--- src/rtl/wshb_arbiter.sv ---
// Two-master, one-slave Wishbone arbiter with round-robin tie break and a
// per-grant burst limit. Master 0 is the VGA frame reader, which holds cyc
// permanently; the burst limit ensures the frame-buffer writer on master 1
// still gets slots. Grants change only on an ack edge or when the owner
// drops cyc, and every release is followed by exactly one idle cycle.
module wshb_arbiter #(
    parameter int MAX_BURST = 64,
    parameter int ADR_W     = 32
) (
    input  logic             clk,
    input  logic             rst,

    input  logic             m0_cyc,
    input  logic             m0_stb,
    input  logic             m0_we,
    input  logic [ADR_W-1:0] m0_adr,
    input  logic [31:0]      m0_dat_ms,
    input  logic [3:0]       m0_sel,
    output logic             m0_ack,
    output logic [31:0]      m0_dat_sm,

    input  logic             m1_cyc,
    input  logic             m1_stb,
    input  logic             m1_we,
    input  logic [ADR_W-1:0] m1_adr,
    input  logic [31:0]      m1_dat_ms,
    input  logic [3:0]       m1_sel,
    output logic             m1_ack,
    output logic [31:0]      m1_dat_sm,

    output logic             s_cyc,
    output logic             s_stb,
    output logic             s_we,
    output logic [ADR_W-1:0] s_adr,
    output logic [31:0]      s_dat_ms,
    output logic [3:0]       s_sel,
    input  logic             s_ack,
    input  logic [31:0]      s_dat_sm,

    output logic [1:0]       gnt
);

    // Counter wide enough to hold MAX_BURST itself so it can saturate there.
    localparam int               CNT_W   = $clog2(MAX_BURST + 1);
    localparam logic [CNT_W-1:0] CNT_MAX = CNT_W'(MAX_BURST);
    localparam logic [CNT_W-1:0] CNT_REL = CNT_W'(MAX_BURST - 1);

    typedef enum logic [1:0] {
        IDLE = 2'd0,
        G0   = 2'd1,
        G1   = 2'd2
    } state_t;

    state_t           state_q, state_d;
    logic             last_q, last_d;
    logic [CNT_W-1:0] burst_cnt_q, burst_cnt_d;

    logic [1:0] req_w;
    logic [1:0] cyc_w;
    logic [1:0] ack_w;

    // Per-master views so the grant logic can treat both masters uniformly.
    assign req_w[0] = m0_cyc & m0_stb;
    assign req_w[1] = m1_cyc & m1_stb;
    assign cyc_w[0] = m0_cyc;
    assign cyc_w[1] = m1_cyc;

    // Limit reached on this ack: hand over if the other master wants the bus.
    // Using >= also covers the saturated case where the release was deferred
    // because the other master was idle at the limit.
    logic limit_ack_w;
    assign limit_ack_w = s_ack && (burst_cnt_q >= CNT_REL);

    // State, round-robin memory and burst counter registers.
    always_ff @(posedge clk or posedge rst) begin
        if (rst) begin
            state_q     <= IDLE;
            last_q      <= 1'b1;
            burst_cnt_q <= '0;
        end else begin
            state_q     <= state_d;
            last_q      <= last_d;
            burst_cnt_q <= burst_cnt_d;
        end
    end

    // Next-state logic: arbitration from IDLE, release from a grant.
    always_comb begin
        state_d     = state_q;
        last_d      = last_q;
        burst_cnt_d = burst_cnt_q;
        unique case (state_q)
            IDLE: begin
                // On a tie, last_q=1 means master 1 went last, so master 0 wins.
                if (req_w[0] && (!req_w[1] || last_q)) begin
                    state_d     = G0;
                    last_d      = 1'b0;
                    burst_cnt_d = '0;
                end else if (req_w[1]) begin
                    state_d     = G1;
                    last_d      = 1'b1;
                    burst_cnt_d = '0;
                end
            end
            G0: begin
                if (s_ack && (burst_cnt_q != CNT_MAX)) begin
                    burst_cnt_d = burst_cnt_q + CNT_W'(1);
                end
                if (!cyc_w[0] || (limit_ack_w && req_w[1])) begin
                    state_d = IDLE;
                end
            end
            G1: begin
                if (s_ack && (burst_cnt_q != CNT_MAX)) begin
                    burst_cnt_d = burst_cnt_q + CNT_W'(1);
                end
                if (!cyc_w[1] || (limit_ack_w && req_w[0])) begin
                    state_d = IDLE;
                end
            end
            default: begin
                state_d = IDLE;
            end
        endcase
    end

    // Output logic: grant decode and combinational master-to-slave mux.
    always_comb begin
        gnt      = 2'b00;
        s_cyc    = 1'b0;
        s_stb    = 1'b0;
        s_we     = 1'b0;
        s_adr    = '0;
        s_dat_ms = '0;
        s_sel    = 4'h0;
        unique case (state_q)
            G0: begin
                gnt      = 2'b01;
                s_cyc    = m0_cyc;
                s_stb    = m0_stb;
                s_we     = m0_we;
                s_adr    = m0_adr;
                s_dat_ms = m0_dat_ms;
                s_sel    = m0_sel;
            end
            G1: begin
                gnt      = 2'b10;
                s_cyc    = m1_cyc;
                s_stb    = m1_stb;
                s_we     = m1_we;
                s_adr    = m1_adr;
                s_dat_ms = m1_dat_ms;
                s_sel    = m1_sel;
            end
            default: begin
                gnt = 2'b00;
            end
        endcase
    end

    // Ack is steered only to the granted master; read data is broadcast.
    for (genvar gi = 0; gi < 2; gi++) begin : g_ack
        assign ack_w[gi] = s_ack & gnt[gi];
    end

    assign m0_ack    = ack_w[0];
    assign m1_ack    = ack_w[1];
    assign m0_dat_sm = s_dat_sm;
    assign m1_dat_sm = s_dat_sm;

endmodule

--- config.mk ---
export PLATFORM = sky130hd
export DESIGN_NAME = wshb_arbiter
export DESIGN_NICKNAME = d
export VERILOG_FILES = /design/src/rtl/wshb_arbiter.sv
export SDC_FILE = /design/constraint.sdc
export NUM_CORES = 1
export LEC_CHECK = 0
export ABC_AREA = 1
export BUFFER_PORTS_ARGS = -buffer_cell sky130_fd_sc_hd__buf_2
export CAP_MARGIN = 20
export CORE_AREA = 3 3 122 124
export DETAILED_ROUTE_END_ITERATION = 12
export DIE_AREA = 0 0 125 127
export PLACE_DENSITY = 0.6
export RECOVER_POWER = 100
export SLEW_MARGIN = 30
export SYNTH_ARGS = -nofsm -noshare
export SYNTH_HDL_FRONTEND = slang
export SYNTH_SLANG_ARGS = --single-unit
export TNS_END_PERCENT = 30
--- constraint.sdc ---
create_clock -name clk -period 1.8 [get_ports clk]
set_clock_uncertainty 0.1 [all_clocks]
set_input_delay 0.18 -clock clk [delete_from_list [all_inputs] [get_ports clk]]
set_output_delay 0.18 -clock clk [all_outputs]
set_load 0.05 [all_outputs]
==> flow_summary.yaml <==
status:
  status: "finished with violations"
  violations: "negative setup slack"
clock_tree:
  clk_latency_ns: 0.24
  clockRootBuffer: "clkbuf_16"
  numCtsBuffers: 3
  clock-sinks: 10
  clkSlewWorstSetupHoldPaths_ns: 0.04
  cts_buffer_depth: 2
  htreeDepth: 1
  cts_tree: "built"
min_path:
  min_path_type: "primary input to primary output"
  worstHoldStart: "s_dat_sm[18]"
sta:
  rsz0062_at_grt: "yes"
  setup_viol: 71
  hold_viol_final: 0
  min_period_ns: 1.886
  tightest_slew_ns: 0.4171
  drv_slew: 0
  setup_ws_ns: -0.08641
  period_share: 1.048
  maxClockFrequency_mhz: 530.1
  max-slew-margin-rel: 0.7217
cells_and_area:
  area_growth_pct: 141.0
  nets: 770
  fill_cells: 1403
  final_core_util: 0.3864
  antenna_cells: 0
  seq_area_um2: 251.5
  multi_input_area_um2: 2340
  layout-drive-gt1-share: 0.7406
  final_cells: 766
detailed_routing:
  num_vias: 3214
  drc_errors: 0
  via_per_inst: 4.196
  ant_nets: 0
  wl_per_cell_um: 15.43
  firstDrtPassIters: 4
  drtIter0Drc: 97
  routed_wl_um: 11820
yosys:
  netlist_top_cells_count: "nand2_1 (170), a21oi_1 (71), buf_4 (64)"
  ys_async_sr_fraction: 1.000
  synth_most_common_cell: "nand2_1"
  synth_nets: 583
  synthFlopType: "dfrtp_1"
  syn-instance-count: 400
  synth.top_cell.area_share: 0.2867
  yosys.cell_types.count: 23
  ys_seq_area_frac: 0.1130
  syn-cell-area_um2: 2226
  synth_top_area_cell: "nand2_1"
  synthTopCellsByArea: "nand2_1 (29%), buf_4 (22%), a21oi_1 (16%), dfrtp_1 (10%), ha_1 (3.4%)"
  synth-seq-cells: 10
  synth_warnings: 0
  synth_edf_count: 0
  avgSynthCellArea_um2: 5.565
power:
  p_sw_uw: 4195
  pwr-share-seq: 0.040
  netSwitchingFraction: 0.5408
  comb_power_share: 0.902
  powerDensity_nw_per_um2: 1446
  pwr-share-clk: 0.058
  p_int_uw: 3562
  p_leak_uw: 0.002177
  ir_worst_vdd_v: 0.0005657
job:
  cap_violations: 0
critical_path:
  path_class: "flip-flop to primary output"
  worst_ep_required_time_ns: 1.52
  cp_max_fo: 11
  crit_start: "state_q[0]"
  crit_path_start_kind: "flip-flop"
  worst_setup_path_end_kind: "primary output"
  cp.arrival_ns: 1.61
  r2r-start: "state_q[1]"
place:
  place.gp.congestion: 0.8128
  io_buffers: 219
  hpwlAfterDp_um: 8413
  numPlacedInstances: 735
grt:
  grtUsageTotal: 0.1287
  grt_overflow: 0
  grt_max_degree: 31
  grt_pass1_wl_um: 17060
  antenna_found_initial: 0
  grt_pass1_vias: 3307
floorplan:
  row_count: 43
  die_h_um: 127
  io_pins: 316
  core_area_um2: 13880
  die_x_um: 125
  dieArea_um2: 15880
  start_util: 0.1604
## area by class of cell
type	count	area share
inverters	17	0.01330
well taps	180	0.04199
clock buffers	4	0.01656
repair buffers	271	0.4451
flip-flops and latches	10	0.04689
multi-input cells	284	0.4362
## power groups by stage
stage	Clock, uW	Sequential, uW	Combinational (uW)
finish	450	310	7000
detailed placement	0	311	5430
global route	465	316	7350
CTS	461	310	6410
global placement	0	312	5400
floorplan	0	315	4090
## critical path, stage by stage (launching register included)
cell     delay, ns
dfrtp_1       0.38
inv_2         0.12
ha_4          0.19
buf_4         0.13
buf_12        0.13
nand2_1       0.10
a21oi_4       0.15
buf_6         0.16
## state kept, by name, indices dropped and copies added, names as in the netlist
register     flops
state_q          2
burst_cnt_q      7
last_q           1
## timing repair
| action | CTS | global route |
|---|---|---|
| pin swaps | 2 | 23 |
| buffers inserted | 8 | 10 |
| cloned | 2 | 8 |
| hold buffers | 1 | 0 |
| endpoints found under the hold margin | 9 | 0 |
| endpoints found under the setup margin | 72 | 74 |
| gates resized for setup | 167 | 77 |
## cell usage in the layout (no fill, tap or decap), types with 3 or more instances in the layout
cell	instances
a21oi_4	71
buf_12	22
buf_2	146
buf_4	19
buf_6	62
buf_8	16
clkbuf_16	8
dfrtp_1	9
ha_1	3
ha_4	3
inv_1	14
nand2_1	105
nand2_2	63
nand2_4	5
nand3_1	7
nand4_1	3
nor2_1	6
o21ai_2	7
## worst paths after layout
kind | slack, ns | to | depth (start not counted)
setup / recovery | -0.09 | s_adr[25] | 7
hold / removal | 0.26 | m0_dat_sm[18] | 0
setup reg to reg | 0.12 | state_q[1] | 10
hold reg to reg | 0.42 | burst_cnt_q[0] | 2
max in group asynchronous | 0.90 | last_q | 3
min in group asynchronous | 0.37 | burst_cnt_q[0] | 3
## through the flow
| stage | total power, uW | worst slack, ns | hold slack, ns | instance area, um2 | TNS (ns) |
|---|---|---|---|---|---|
| 2_1_floorplan | 4408 | -0.02911 | -0.08054 | 3078 | -2.038 |
| 3_3_place_gp | 5714 | -0.03750 | 0.09338 | 4146 | -0.4170 |
| 3_5_place_dp | 5738 | -0.04726 | 0.1007 | 4146 | -1.091 |
| 4_1_cts | 7183 | -0.1094 | 0.2605 | 4936 | -5.447 |
| 5_1_grt | 8134 | -0.1670 | 0.2601 | 5364 | -9.144 |
| 6_report | 7757 | -0.08641 | 0.2600 | 5364 | -4.603 |
## cells by family (layout without fill, tap and decap cells)
logic type | Yosys count | after routing | share of synthesized area
compound gates | 82 | 82 | 0.2035
xor+xnor | 1 | 1 | 0.003936
fa+ha+maj | 6 | 6 | 0.03373
buf+inv | 106 | 292 | 0.2962
flops | 10 | 10 | 0.1130
simple gates | 195 | 195 | 0.3496
## layer usage
| layer | vias to the layer above | GRT usage | wire length [um] | share of wire |
|---|---|---|---|---|
| met5 | - | 0 | 0 | 0 |
| met4 | 0 | 0.01977 | 85 | 0.0072 |
| met3 | 13 | 0.02467 | 701 | 0.059 |
| met2 | 128 | 0.2430 | 6311 | 0.53 |
| met1 | 1494 | 0.1541 | 4724 | 0.40 |
| li1 | 1579 | - | - | - |
Power figures use the tool's default switching activity.
